--- src/rtl/pc_fetch_unit_pkg.sv ---
// Shared fetch/CP0 header: default vectors, instruction-memory window and
// the redirect-buffer FSM encoding.
package pc_fetch_unit_pkg;

  localparam logic [31:0] DEF_RESET_VECTOR = 32'h0000_3000;
  localparam logic [31:0] DEF_EXC_VECTOR   = 32'h0000_4180;
  localparam logic [31:0] DEF_IMEM_BASE    = 32'h0000_3000;
  localparam logic [31:0] DEF_IMEM_SIZE    = 32'h0000_4000;

  // IDLE: no buffered redirect; PENDING: a redirect waits for stall release.
  typedef enum logic {
    IDLE    = 1'b0,
    PENDING = 1'b1
  } fetch_state_t;

endpackage

--- src/rtl/pc_addr_check.sv ---
// Combinational address checker: flags word-misaligned addresses and
// addresses outside [IMEM_BASE, IMEM_BASE+IMEM_SIZE). Also used by CP0
// for data-side address errors.
module pc_addr_check
  import pc_fetch_unit_pkg::*;
#(
  parameter int              W         = 32,
  parameter logic [W-1:0]    IMEM_BASE = DEF_IMEM_BASE,
  parameter logic [W-1:0]    IMEM_SIZE = DEF_IMEM_SIZE
) (
  input  logic [W-1:0] addr,
  output logic         bad
);

  // Upper bound is one bit wider so base+size == 2^W stays representable.
  localparam logic [W:0] LIMIT = {1'b0, IMEM_BASE} + {1'b0, IMEM_SIZE};

  logic misaligned;
  logic below_base;
  logic above_top;

  // Unsigned alignment and range tests on the fetch address.
  always_comb begin
    misaligned = (addr[1:0] != 2'b00);
    below_base = (addr < IMEM_BASE);
    above_top  = ({1'b0, addr} >= LIMIT);
    bad        = misaligned | below_base | above_top;
  end

endmodule

--- src/rtl/pc_fetch_unit.sv ---
// Fetch-stage program counter: sequential advance, branch/jump redirects,
// exception entry and ERET return, with a one-entry buffer that holds a
// redirect arriving during a stall until the stall releases.
module pc_fetch_unit
  import pc_fetch_unit_pkg::*;
#(
  parameter int           W            = 32,
  parameter logic [W-1:0] RESET_VECTOR = DEF_RESET_VECTOR,
  parameter logic [W-1:0] EXC_VECTOR   = DEF_EXC_VECTOR,
  parameter logic [W-1:0] IMEM_BASE    = DEF_IMEM_BASE,
  parameter logic [W-1:0] IMEM_SIZE    = DEF_IMEM_SIZE
) (
  input  logic         clk,
  input  logic         reset,
  input  logic         stall,
  input  logic         npc_valid,
  input  logic [W-1:0] npc,
  input  logic         exc_req,
  input  logic         eret,
  input  logic [W-1:0] epc,
  output logic [W-1:0] pc,
  output logic [W-1:0] pc_plus4,
  output logic         fetch_exc,
  output logic         redirect_pending
);

  localparam logic [W-1:0] FOUR = {{(W-3){1'b0}}, 3'd4};

  fetch_state_t state_reg, state_next;
  logic [W-1:0] pc_reg, pc_next;
  logic [W-1:0] pend_addr_reg, pend_addr_next;

  // Sequential increment wraps modulo 2^W; the wrap shows up via fetch_exc.
  assign pc_plus4         = pc_reg + FOUR;
  assign pc               = pc_reg;
  assign redirect_pending = (state_reg == PENDING);

  // Next-PC priority mux and redirect-buffer FSM.
  always_comb begin
    state_next     = state_reg;
    pc_next        = pc_plus4;
    pend_addr_next = pend_addr_reg;
    if (exc_req) begin
      // Exception entry ignores stall and discards any buffered redirect.
      pc_next    = EXC_VECTOR;
      state_next = IDLE;
    end else if (eret) begin
      pc_next    = epc;
      state_next = IDLE;
    end else if (stall) begin
      pc_next = pc_reg;
      if (npc_valid) begin
        // Newest redirect wins over an older buffered one.
        pend_addr_next = npc;
        state_next     = PENDING;
      end
    end else if (npc_valid) begin
      // A live redirect supersedes the buffered target.
      pc_next    = npc;
      state_next = IDLE;
    end else if (state_reg == PENDING) begin
      pc_next    = pend_addr_reg;
      state_next = IDLE;
    end
  end

  // State registers with synchronous reset that overrides all inputs.
  always_ff @(posedge clk) begin
    if (reset) begin
      state_reg     <= IDLE;
      pc_reg        <= RESET_VECTOR;
      pend_addr_reg <= '0;
    end else begin
      state_reg     <= state_next;
      pc_reg        <= pc_next;
      pend_addr_reg <= pend_addr_next;
    end
  end

  pc_addr_check #(
    .W         (W),
    .IMEM_BASE (IMEM_BASE),
    .IMEM_SIZE (IMEM_SIZE)
  ) u_addr_check (
    .addr (pc_reg),
    .bad  (fetch_exc)
  );

endmodule
--- config.mk ---
export PLATFORM = sky130hd
export DESIGN_NAME = pc_fetch_unit
export DESIGN_NICKNAME = d
export VERILOG_FILES = /design/src/rtl/pc_fetch_unit_pkg.sv /design/src/rtl/pc_addr_check.sv /design/src/rtl/pc_fetch_unit.sv
export SDC_FILE = /design/constraint.sdc
export NUM_CORES = 1
export LEC_CHECK = 0
export CAP_MARGIN = 5
export CORE_ASPECT_RATIO = 1.4
export CORE_MARGIN = 2
export CORE_UTILIZATION = 53
export CTS_BUF_LIST = sky130_fd_sc_hd__clkbuf_8
export CTS_CLUSTER_SIZE = 14
export DETAILED_ROUTE_END_ITERATION = 12
export DONT_BUFFER_PORTS = 1
export GPL_TIMING_DRIVEN = 1
export PLACE_DENSITY = 0.76
export SLEW_MARGIN = 5
export SYNTH_ARGS = -nofsm -noshare
export SYNTH_HDL_FRONTEND = slang
export SYNTH_SLANG_ARGS = --single-unit
--- constraint.sdc ---
create_clock -name clk -period 3 [get_ports clk]
set_input_delay 0.15 -clock clk [delete_from_list [all_inputs] [get_ports clk]]
set_output_delay 0.15 -clock clk [all_outputs]
set_load 0.05 [all_outputs]
==> results of run 1 <==
-- Yosys cell counts, types with 3 or more instances --
cell,number
sky130_fd_sc_hd__nor2b_1,9
sky130_fd_sc_hd__nand3_1,13
sky130_fd_sc_hd__a22oi_1,6
sky130_fd_sc_hd__o21ai_0,25
sky130_fd_sc_hd__a31oi_1,7
sky130_fd_sc_hd__nor3_1,17
sky130_fd_sc_hd__xnor2_1,16
sky130_fd_sc_hd__clkbuf_1,41
sky130_fd_sc_hd__nand2_1,94
sky130_fd_sc_hd__mux2i_1,5
sky130_fd_sc_hd__and4_1,5
sky130_fd_sc_hd__dfxtp_1,65
sky130_fd_sc_hd__buf_1,3
sky130_fd_sc_hd__buf_2,3
sky130_fd_sc_hd__nor2_1,27
sky130_fd_sc_hd__nand2b_1,4
sky130_fd_sc_hd__o22ai_1,8
sky130_fd_sc_hd__or3_1,4
sky130_fd_sc_hd__inv_1,17
sky130_fd_sc_hd__a21oi_1,64
sky130_fd_sc_hd__o31ai_1,4
sky130_fd_sc_hd__nand4_1,10
sky130_fd_sc_hd__o221ai_1,6
sky130_fd_sc_hd__a221oi_1,13
sky130_fd_sc_hd__xor2_1,10
sky130_fd_sc_hd__nor4_1,14
sky130_fd_sc_hd__a2bb2oi_1,3
sky130_fd_sc_hd__a211oi_1,3
sky130_fd_sc_hd__buf_4,4
sky130_fd_sc_hd__a221o_1,8
sky130_fd_sc_hd__o211ai_1,6
sky130_fd_sc_hd__or2_2,7
-- how the worst min path moves through the flow --
stage | cells past startpoint | startpoint | slack (ps) | endpoint
after floorplan | 2 | npc[0] | 290 | pend_addr_reg[0]$_SDFFE_PP0P_
after global placement | 1 | reset | 220 | pend_addr_reg[3]$_SDFFE_PP0P_
after detailed placement | 1 | reset | 230 | pend_addr_reg[5]$_SDFFE_PP0P_
after CTS | 2 | epc[19] | 4 | pc[19]$_SDFFE_PP0P_
after global routing | 2 | epc[0] | 20 | flip-flop
final | 2 | epc[0] | 6 | flip-flop
-- stage by stage --
| stage | hold slack [ps] | utilization | setup WS, ps | power (mW) | std cells |
|---|---|---|---|---|---|
| 3_3_place_gp | 224 | 0.602 | 667 | 1.42 | 653 |
| 5_1_grt | 17.4 | 0.694 | 56.6 | 2.48 | 711 |
| 6_report | 6.37 | 0.694 | 148 | 2.40 | 711 |
| 2_1_floorplan | 286 | - | 42.0 | 1.33 | 550 |
| 4_1_cts | 4.03 | 0.694 | 171 | 2.40 | 711 |
| 3_5_place_dp | 227 | 0.602 | 605 | 1.43 | 653 |
-- metal layers --
metal	track usage	vias to the layer above
li1	-	2107
met1	0.425	2168
met2	0.548	326
met3	0.0825	67
met4	0.242	0
met5	0	-
-- worst max-delay path: stages, from the launching register on --
cell,delay (ps)
sky130_fd_sc_hd__dfxtp_1,460
sky130_fd_sc_hd__nand2_2,130
sky130_fd_sc_hd__or4_1,720
sky130_fd_sc_hd__nor4_1,610
sky130_fd_sc_hd__xor2_1,210
sky130_fd_sc_hd__buf_4,220
-- cell families after synthesis --
group           share of synthesized area
simple gates                        0.256
compound gates                      0.267
buf+inv                            0.0693
flops                               0.323
xor+xnor                           0.0565
mux                                0.0217
fa+ha+maj                         0.00621
-- final cells by class --
cell class / instances / area, um2 / share of cell area
clock buffers: 10 / 138 / 0.0270
clock inverters: 6 / 105 / 0.0206
flip-flops and latches: 65 / 1300 / 0.255
well taps: 97 / 121 / 0.0238
multi-input cells: 416 / 2460 / 0.482
repair buffers: 100 / 916 / 0.179
inverters: 17 / 63.8 / 0.0125
-- what timing repair did --
action | CTS | global route
hold endpoints to repair | 45 | 0
gates resized for setup | 0 | 0
hold buffers | 42 | 0
-- power by group through the flow --
stage | combinational (mW) | sequential (mW) | clock, mW
floorplan | 0.302 | 1.03 | 0
detailed placement | 0.454 | 0.975 | 0
global route | 0.552 | 0.960 | 0.969
CTS | 0.514 | 0.955 | 0.929
global placement | 0.449 | 0.973 | 0
finish | 0.524 | 0.957 | 0.924
==> results_tabular.tex, run 1 <==
\begin{tabular}{lr}
\hline
Metric & Value \\
\hline
\multicolumn{2}{l}{\textbf{STA}} \\
RSZ-0062 raised after global routing & no \\
Final cycle utilization of the critical path & 0.951 \\
Clock period minus worst slack & between 2000 and 3000 ps \\
Final count of pins violating max slew & 0 \\
Final-report hold violation count & 0 \\
Accumulated negative setup slack & 0 ps \\
Worst Clk Skew & 7.85 ps \\
Achievable Freq & roughly 350 MHz \\
Slew margin rel. & 0.336 \\
Total of endpoints with negative setup slack in the final report & 0 \\
Slew at the pin with the worst max-slew slack & 995 ps \\
\multicolumn{2}{l}{\textbf{Final layout}} \\
Ratio of cells with drive above 1 in the final layout & 0.151 \\
Synth-to-layout area growth & 26.7\% \\
Commonest non-fill, non-tap cells in the layout & 94 x sky130\_fd\_sc\_hd\_\_nand2\_1, 65 x sky130\_fd\_sc\_hd\_\_dfxtp\_1, 64 x sky130\_fd\_sc\_hd\_\_a21oi\_1 \\
Number of nets in the final layout & 681 \\
Fillers & roughly 600 \\
Number of antenna repair diodes & 0 \\
Max FFs per register & 32 \\
Most common library cell in the layout ignoring fill and taps & sky130\_fd\_sc\_hd\_\_nand2\_1 \\
Final cell area excluding filler cells & around 5000 um2 \\
\multicolumn{2}{l}{\textbf{Power and ir drop}} \\
Internal power component & 1.65 mW \\
Switching power & between 700 and 800 uW \\
Leakage power & $\sim$1.9 nW \\
Power per standard cell area & around 470 nW/um2 \\
Gate power share & 0.218 \\
Relative contribution of the clock network to total power & 0.384 \\
Relative contribution of sequential cells to total power & 0.398 \\
Sw Ratio & 0.313 \\
Maximum vdd drop & approximately 0.31 mV \\
\multicolumn{2}{l}{\textbf{Floorplan}} \\
Chip height & around 110 um \\
Area of the die & 8320 um2 \\
Initial cell density of the core & 0.547 \\
Horiz. Die Dim & $\sim$78 um \\
I/O pin total & between 100 and 150 \\
Area of the core & 7360 um2 \\
Standard-cell row count & 37 \\
\multicolumn{2}{l}{\textbf{Logic synthesis}} \\
Dominant cell type by area after synthesis & sky130\_fd\_sc\_hd\_\_dfxtp\_1 \\
Mapped Avg Cell Area & approximately 7.3 um2 \\
Number of distinct standard cells referenced by the synthesized netlist & 53 \\
Most instantiated flip-flop cell in the synthesis netlist & sky130\_fd\_sc\_hd\_\_dfxtp\_1 \\
Count of mapped cells out of synthesis & 550 \\
Total nets after synthesis & $\sim$620 \\
Proportion of synthesized chip area in sequential cells & 0.323 \\
Area share of the largest cell type after synthesis & 0.323 \\
Number of warning messages in the yosys log & 0 \\
Synth top area cells & sky130\_fd\_sc\_hd\_\_dfxtp\_1 32\%, sky130\_fd\_sc\_hd\_\_nand2\_1 8.8\%, sky130\_fd\_sc\_hd\_\_a21oi\_1 8.0\% \\
Area of the mapped netlist & roughly 4000 um2 \\
Number of storage elements in the synthesis netlist & 65 \\
Number of enable-type register cells in the synthesized netlist & 0 \\
Post-synthesis async set-or-reset flop share & 0 \\
\multicolumn{2}{l}{\textbf{Worst setup path}} \\
Source of the critical timing path & pc[3]\$\_SDFFE\_PP0P\_ \\
Worst setup path end & pc\_plus4[29] \\
Element type at the critical path end & output pin \\
Data required time at the worst endpoint & 2850 ps \\
Crit Path Max Fanout & 8 \\
Critical path class & flip-flop to output pin \\
Critical path startpoint category & flip-flop \\
Number of cell instances on the worst register-to-register path & 5 \\
Capture instance of the worst register-to-register path & pc[23]\$\_SDFFE\_PP0P\_ \\
RR Startpoint & pc[3]\$\_SDFFE\_PP0P\_ \\
Register-to-register setup slack & 580 ps \\
Worst EP arrival & around 2700 ps \\
\multicolumn{2}{l}{\textbf{Drt}} \\
DRT Wirelength & about 14 mm \\
Routed via count & approximately 4700 \\
Via-to-Cell Ratio & between 6 and 7 \\
DRT antenna net count & 0 \\
DRC violations left & 0 \\
Routed WL per cell & $\sim$20 um \\
Total iterations of the first detailed-routing run & 5 \\
Top routing layer used & met4 \\
Routed length on met3 & between 1.5 and 2 mm \\
Total routed wire length on the met1 layer & 5.23 mm \\
Total length of routed met2 wires & a little under 7 mm \\
Drt initial violations & 677 \\
\multicolumn{2}{l}{\textbf{Clock network}} \\
Clock tree sinks & between 60 and 70 \\
Worst-case clock buffer depth & 2 \\
Cell chosen for the clock root & sky130\_fd\_sc\_hd\_\_clkbuf\_8 \\
Clk\_lat worst skew & about 360 ps \\
Buffers inserted by post-CTS timing repair & 0 \\
CTS HTree Levels & 3 \\
Clock transition at the register clock pins on the worst setup and hold paths after CTS & approximately 70 ps \\
TritonCTS clock tree & yes \\
Num CTS Buffers & 9 \\
\multicolumn{2}{l}{\textbf{Run}} \\
Max-cap viol count & 0 \\
\multicolumn{2}{l}{\textbf{GRT}} \\
First-pass GRT wire length & around 23 mm \\
Number of global-route vias before repair & around 4400 \\
Maximum number of pins on one net before global-route repair & 39 \\
All-Layer GR Usage & 0.352 \\
GRT Residual Overflow & 0 \\
Antenna violations before repair & 0 \\
\multicolumn{2}{l}{\textbf{Place}} \\
Port buffer count & 0 \\
Area after DPL & 4430 um2 \\
Weighted congestion at the end of routability-driven global placement & 0.994 \\
Estimated wirelength of the detail-placed design & between 9 and 10 mm \\
\multicolumn{2}{l}{\textbf{Status}} \\
Run status & finished clean \\
\multicolumn{2}{l}{\textbf{Hold path}} \\
Type of the tightest min-delay check & input port to flip-flop \\
\hline
\end{tabular}
Power figures use the tool's default switching activity.
==> run 2, diff against run 1 <==
--- a/config.mk
+++ b/config.mk
@@ -8,13 +8,13 @@
 export CAP_MARGIN = 5
 export CORE_ASPECT_RATIO = 1.4
 export CORE_MARGIN = 2
-export CORE_UTILIZATION = 53
+export CORE_UTILIZATION = 65
 export CTS_BUF_LIST = sky130_fd_sc_hd__clkbuf_8
 export CTS_CLUSTER_SIZE = 14
 export DETAILED_ROUTE_END_ITERATION = 12
 export DONT_BUFFER_PORTS = 1
 export GPL_TIMING_DRIVEN = 1
-export PLACE_DENSITY = 0.76
+export PLACE_DENSITY = 0.89
 export SLEW_MARGIN = 5
 export SYNTH_ARGS = -nofsm -noshare
 export SYNTH_HDL_FRONTEND = slang
==> run 2 against run 1 <==
The run now ends with negative hold slack left. Combinational power increased by 5.3%. Critical path depth increased by 1. Hold slack got worse by 7.4 ps. Wire length increased by 23%. Worst setup slack got worse by 52 ps. Critical endpoint unchanged. Largest power group unchanged.
==> results_tabular.tex, run 2 (synthesized netlist as in run 1, its figures left out) <==
\begin{tabular}{lr}
\hline
Metric & Value \\
\hline
\multicolumn{2}{l}{\textbf{Status}} \\
Run status & finished with violations \\
Failing checks & negative hold slack \\
\multicolumn{2}{l}{\textbf{Place}} \\
Estimated wirelength of the detail-placed design & around 10 mm \\
Port buffer count & 0 \\
Weighted congestion at the end of routability-driven global placement & 0.974 \\
Worst setup timing slack at the placement stage & roughly 640 ps \\
\multicolumn{2}{l}{\textbf{STA}} \\
RSZ-0062 raised after global routing & no \\
Final count of pins violating max slew & 0 \\
Total of endpoints with negative setup slack in the final report & 0 \\
PnR worst setup slack & $\sim$96 ps \\
Slew margin rel. & 0.241 \\
Final cycle utilization of the critical path & 0.968 \\
Final-report hold violation count & 1 \\
Slew at the pin with the worst max-slew slack & about 1100 ps \\
Achievable Freq & approximately 340 MHz \\
Accumulated negative setup slack & 0 ps \\
Clock period minus worst slack & around 2900 ps \\
Worst Clk Skew & a little over 8 ps \\
Final hold slack & -1.03 ps \\
\multicolumn{2}{l}{\textbf{Floorplan}} \\
Area of the die & slightly below 7000 um2 \\
I/O pin total & about 140 \\
Area of the core & $\sim$5900 um2 \\
Standard-cell row count & 33 \\
Horiz. Die Dim & between 70 and 80 um \\
Initial cell density of the core & 0.682 \\
Chip height & slightly below 100 um \\
\multicolumn{2}{l}{\textbf{GRT}} \\
First-pass GRT wire length & around 27 mm \\
Number of global-route vias before repair & just over 5000 \\
Antenna violations before repair & 0 \\
GRT Residual Overflow & 0 \\
Maximum number of pins on one net before global-route repair & 40 \\
All-Layer GR Usage & 0.510 \\
\multicolumn{2}{l}{\textbf{Power and ir drop}} \\
Maximum vdd drop & between 0.5 and 0.6 mV \\
Power per standard cell area & between 400 and 500 nW/um2 \\
Leakage power & roughly 1.8 nW \\
\multicolumn{2}{l}{\textbf{Drt}} \\
Routed WL per cell & about 26 um \\
DRT antenna net count & 0 \\
DRC violations left & 0 \\
Drt initial violations & 940 \\
DRT Wirelength & $\sim$18 mm \\
Via-to-Cell Ratio & between 7 and 8 \\
Total iterations of the first detailed-routing run & 8 \\
Routed via count & 5330 \\
\multicolumn{2}{l}{\textbf{Final layout}} \\
Most common library cell in the layout ignoring fill and taps & sky130\_fd\_sc\_hd\_\_nand2\_1 \\
Number of nets in the final layout & between 600 and 700 \\
Ratio of cells with drive above 1 in the final layout & 0.152 \\
Area of the multi-input gates & approximately 2500 um2 \\
Commonest non-fill, non-tap cells in the layout & 94 x sky130\_fd\_sc\_hd\_\_nand2\_1, 65 x sky130\_fd\_sc\_hd\_\_dfxtp\_1, 64 x sky130\_fd\_sc\_hd\_\_a21oi\_1 \\
Max FFs per register & 32 \\
Number of antenna repair diodes & 0 \\
Synth-to-layout area growth & 24.7\% \\
Area used by sequential logic in the layout & 1300 um2 \\
Fillers & approximately 330 \\
\multicolumn{2}{l}{\textbf{Clock network}} \\
Clk\_lat worst skew & about 360 ps \\
Cell chosen for the clock root & sky130\_fd\_sc\_hd\_\_clkbuf\_8 \\
Clock tree sinks & 65 \\
CTS HTree Levels & 3 \\
Worst-case clock buffer depth & 2 \\
Clock transition at the register clock pins on the worst setup and hold paths after CTS & approximately 90 ps \\
Num CTS Buffers & 9 \\
TritonCTS clock tree & yes \\
\multicolumn{2}{l}{\textbf{Hold path}} \\
Type of the tightest min-delay check & input port to flip-flop \\
\multicolumn{2}{l}{\textbf{Worst setup path}} \\
Critical path class & flip-flop to output pin \\
Element type at the critical path end & output pin \\
Crit Path Max Fanout & 11 \\
Critical path startpoint category & flip-flop \\
Worst EP arrival & between 2000 and 3000 ps \\
Register-to-register setup slack & around 520 ps \\
Data required time at the worst endpoint & 2850 ps \\
\multicolumn{2}{l}{\textbf{Run}} \\
Max-cap viol count & 0 \\
\hline
\end{tabular}
[run 2: what timing repair did]
item / 4_1_cts / 5_1_grt
resized for setup: 0 / 0
buffers inserted: 0 / 0
hold buffers: 39 / 0
endpoints found under the hold margin: 41 / 0
[run 2: final cells by class]
class / instances / area share
Clock buffer: 9 / 0.0247
Clock inverter: 6 / 0.0184
Inverter: 17 / 0.0127
Multi-Input combinational cell: 416 / 0.490
Sequential cell: 65 / 0.259
Tap cell: 70 / 0.0174
Timing Repair Buffer: 98 / 0.178
[run 2: final timing paths]
path / start / end / cells past startpoint
hold reg to reg: pend_addr_reg[6]$_SDFFE_PP0P_ / pend_addr_reg[6]$_SDFFE_PP0P_ / 2
setup / recovery: pc[6]$_SDFFE_PP0P_ / pc_plus4[29] / 6
hold / removal: epc[18] / pc[18]$_SDFFE_PP0P_ / 2
setup reg to reg: pc[6]$_SDFFE_PP0P_ / pc[23]$_SDFFE_PP0P_ / 6
[run 2: worst max-delay path: stages (launching register included)]
cell                      delay (ps)
sky130_fd_sc_hd__dfxtp_1         370
sky130_fd_sc_hd__nand3_1         110
sky130_fd_sc_hd__buf_4           190
sky130_fd_sc_hd__or4_1           690
sky130_fd_sc_hd__nor4_1          630
sky130_fd_sc_hd__xor2_1          190
sky130_fd_sc_hd__buf_4           220
[run 2: metrics by stage]
stage	utilization	instances	total power, mW	hold WS [ps]	cell area [um2]
2_1_floorplan	-	550	1.33	286	4040
3_3_place_gp	0.746	627	1.43	222	4410
3_5_place_dp	0.746	627	1.43	224	4410
4_1_cts	0.851	681	2.31	3.76	5020
5_1_grt	0.851	681	2.41	28.5	5020
6_report	0.851	681	2.37	-1.03	5020
[run 2: power by group]
group / leakage [nW] / switching, mW / total, mW / internal, mW
Sequential: 0.530 / 0.0587 / 0.954 / 0.895
Clock: 0.102 / 0.398 / 0.866 / 0.468
Combinational: 1.20 / 0.368 / 0.552 / 0.183
Total: 1.84 / 0.825 / 2.37 / 1.55
[run 2: routing by layer]
layer  vias to the layer above  track usage  routed length, um
li1                       2104            -                  -
met1                      2388        0.600               5630
met2                       635        0.811               8020
met3                       203        0.149               2590
met4                         0        0.302               1610
met5                         -            0                  0
==> run 3, diff against run 2 <==
--- a/config.mk
+++ b/config.mk
@@ -8,13 +8,14 @@
 export CAP_MARGIN = 5
 export CORE_ASPECT_RATIO = 1.4
 export CORE_MARGIN = 2
-export CORE_UTILIZATION = 65
+export CORE_UTILIZATION = 55
 export CTS_BUF_LIST = sky130_fd_sc_hd__clkbuf_8
 export CTS_CLUSTER_SIZE = 14
 export DETAILED_ROUTE_END_ITERATION = 12
 export DONT_BUFFER_PORTS = 1
 export GPL_TIMING_DRIVEN = 1
-export PLACE_DENSITY = 0.89
+export HOLD_SLACK_MARGIN = 0.12
+export PLACE_DENSITY = 0.78
 export SLEW_MARGIN = 5
 export SYNTH_ARGS = -nofsm -noshare
 export SYNTH_HDL_FRONTEND = slang
==> run 3 against run 2 <==
The flow now finishes without violations. Sequential share of layout area fell by 3.1 points. Highest routed layer unchanged. Worst setup slack improved by 89 ps. Register-to-register slack got worse by 150 ps. Global-route usage fell by 6.9 points. Clock power fell by 10%. Fmax rose by 3.2%. Core utilization fell by 3.8 points.
==> results_tabular.tex, run 3 (synthesized netlist as in run 1, its figures left out) <==
\begin{tabular}{lr}
\hline
Metric & Value \\
\hline
\multicolumn{2}{l}{\textbf{Power and ir drop}} \\
Internal power component & between 1.5 and 2 mW \\
Switching power & 813 uW \\
Relative contribution of sequential cells to total power & 0.406 \\
Sw Ratio & 0.348 \\
Leakage power & approximately 2.2 nW \\
Gate power share & 0.260 \\
Power per standard cell area & 409 nW/um2 \\
Relative contribution of the clock network to total power & 0.334 \\
Maximum vdd drop & 0.473 mV \\
\multicolumn{2}{l}{\textbf{Floorplan}} \\
I/O pin total & roughly 140 \\
Area of the die & around 8000 um2 \\
Standard-cell row count & 36 \\
Area of the core & approximately 7000 um2 \\
Initial cell density of the core & 0.573 \\
Horiz. Die Dim & between 70 and 80 um \\
Chip height & between 100 and 150 um \\
\multicolumn{2}{l}{\textbf{Drt}} \\
DRT antenna net count & 0 \\
Drt initial violations & roughly 710 \\
Routed via count & about 5300 \\
DRC violations left & 0 \\
Via-to-Cell Ratio & around 6.8 \\
DRT Wirelength & between 15 and 20 mm \\
Total iterations of the first detailed-routing run & 9 \\
Routed WL per cell & around 23 um \\
\multicolumn{2}{l}{\textbf{Hold path}} \\
Worst hold path stage count & 3 \\
Hold wc startpoint & epc[24] \\
Type of the tightest min-delay check & input port to flip-flop \\
Worst min-delay path endpoint & pc[24]\$\_SDFFE\_PP0P\_ \\
\multicolumn{2}{l}{\textbf{Worst setup path}} \\
Element type at the critical path end & output pin \\
Number of cell instances on the worst register-to-register path & 7 \\
Critical path startpoint category & flip-flop \\
Crit Path Max Fanout & 6 \\
Critical path class & flip-flop to output pin \\
Register-to-register setup slack & 370 ps \\
Capture instance of the worst register-to-register path & pc[10]\$\_SDFFE\_PP0P\_ \\
Data required time at the worst endpoint & $\sim$2900 ps \\
Worst EP arrival & approximately 2700 ps \\
RR Startpoint & pc[9]\$\_SDFFE\_PP0P\_ \\
\multicolumn{2}{l}{\textbf{Clock network}} \\
TritonCTS clock tree & yes \\
Cell chosen for the clock root & sky130\_fd\_sc\_hd\_\_clkbuf\_8 \\
\# resized after CTS & 0 \\
Worst-case clock buffer depth & 2 \\
Num CTS Buffers & 9 \\
Hold Buf Count CTS & about 100 \\
Clk\_lat worst skew & around 360 ps \\
Buffers inserted by post-CTS timing repair & 0 \\
CTS HTree Levels & 3 \\
Clock tree sinks & 65 \\
Clock transition at the register clock pins on the worst setup and hold paths after CTS & roughly 80 ps \\
\multicolumn{2}{l}{\textbf{STA}} \\
Final hold slack & between 100 and 150 ps \\
Clock period minus worst slack & 2820 ps \\
Worst Clk Skew & between 10 and 15 ps \\
Slew at the pin with the worst max-slew slack & 1170 ps \\
PnR worst setup slack & 185 ps \\
Final-report hold violation count & 0 \\
Total of endpoints with negative setup slack in the final report & 0 \\
Accumulated negative setup slack & 0 ps \\
Slew margin rel. & 0.212 \\
Final count of pins violating max slew & 0 \\
Achievable Freq & 355 MHz \\
RSZ-0062 raised after global routing & no \\
Final cycle utilization of the critical path & 0.938 \\
\multicolumn{2}{l}{\textbf{Final layout}} \\
Ratio of cells with drive above 1 in the final layout & 0.141 \\
Number of antenna repair diodes & 0 \\
Fillers & roughly 440 \\
Max FFs per register & 32 \\
Count of non-filler cells in the finished layout & approximately 780 \\
End-of-flow core utilization & 0.812 \\
Commonest non-fill, non-tap cells in the layout & 103 x sky130\_fd\_sc\_hd\_\_dlygate4sd3\_1, 94 x sky130\_fd\_sc\_hd\_\_nand2\_1, 65 x sky130\_fd\_sc\_hd\_\_dfxtp\_1 \\
Most common library cell in the layout ignoring fill and taps & sky130\_fd\_sc\_hd\_\_dlygate4sd3\_1 \\
Synth-to-layout area growth & 41.7\% \\
Number of nets in the final layout & roughly 750 \\
\multicolumn{2}{l}{\textbf{GRT}} \\
First-pass GRT wire length & $\sim$28 mm \\
GRT Residual Overflow & 0 \\
Number of global-route vias before repair & between 5000 and 6000 \\
Maximum number of pins on one net before global-route repair & 39 \\
All-Layer GR Usage & 0.441 \\
Antenna violations before repair & 0 \\
\multicolumn{2}{l}{\textbf{Run}} \\
Max-cap viol count & 0 \\
\multicolumn{2}{l}{\textbf{Place}} \\
Estimated wirelength of the detail-placed design & just over 10 mm \\
Inst Count DP & 655 \\
Weighted congestion at the end of routability-driven global placement & 0.940 \\
Worst setup timing slack at the placement stage & roughly 630 ps \\
Port buffer count & 0 \\
\multicolumn{2}{l}{\textbf{Status}} \\
Run status & finished clean \\
\hline
\end{tabular}
[run 3: cell count changes in the layout (fill, tap and decap cells not counted), sizes merged]
cell         before  now
bufinv            2    1
dlygate4sd3      38  103
clkinv            1    2
clkbuf            9   10
buf              60   63
[run 3: per-stage QoR]
| stage | power [mW] | area, um2 |
|---|---|---|
| final | 2.33 | 5710 |
| after global routing | 2.40 | 5710 |
| after CTS | 2.29 | 5710 |
| after global placement | 1.43 | 4460 |
| after floorplan | 1.33 | 4040 |
| after detailed placement | 1.44 | 4460 |
[run 3: routing by layer]
layer,up-vias,track usage,share of wire
li1,2245,-,-
met1,2383,0.514,0.34
met2,502,0.731,0.47
met3,141,0.101,0.12
met4,0,0.271,0.076
met5,-,0,0
[run 3: area by class of cell]
type / instances / area [um2] / area share
multi-input cells: 416 / 2460 / 0.431
repair buffers: 166 / 1570 / 0.275
flip-flops and latches: 65 / 1300 / 0.228
clock buffers: 10 / 138 / 0.0241
well taps: 95 / 119 / 0.0208
inverters: 17 / 63.8 / 0.0112
clock inverters: 6 / 58.8 / 0.0103
[run 3: how the worst max path moves through the flow]
stage                   startpoint            to  slack (ps)  cells past startpoint
2_1_floorplan  pc[10]$_SDFFE_PP0P_  pc_plus4[29]          40                      6
3_3_place_gp    pc[6]$_SDFFE_PP0P_  pc_plus4[23]         700                      6
3_5_place_dp    pc[2]$_SDFFE_PP0P_  pc_plus4[30]         630                      6
4_1_cts         pc[2]$_SDFFE_PP0P_  pc_plus4[30]         240                      6
5_1_grt         pc[2]$_SDFFE_PP0P_  pc_plus4[30]         110                      6
6_report        pc[2]$_SDFFE_PP0P_  pc_plus4[30]         180                      6
[run 3: power groups by stage]
stage,logic [mW],clock network (mW),registers (mW)
after floorplan,0.302,0,1.03
after global placement,0.466,0,0.962
after detailed placement,0.473,0,0.964
after CTS,0.582,0.762,0.945
after global routing,0.632,0.815,0.951
final,0.608,0.779,0.948
[run 3: worst max-delay path: stages, from the launching register on]
cell and delay [ps]:
sky130_fd_sc_hd__dfxtp_1 400, sky130_fd_sc_hd__ha_1 260, sky130_fd_sc_hd__nand3_1 170, sky130_fd_sc_hd__or3_1 490, sky130_fd_sc_hd__nor4_1 550, sky130_fd_sc_hd__xor2_1 210
sky130_fd_sc_hd__buf_4 230
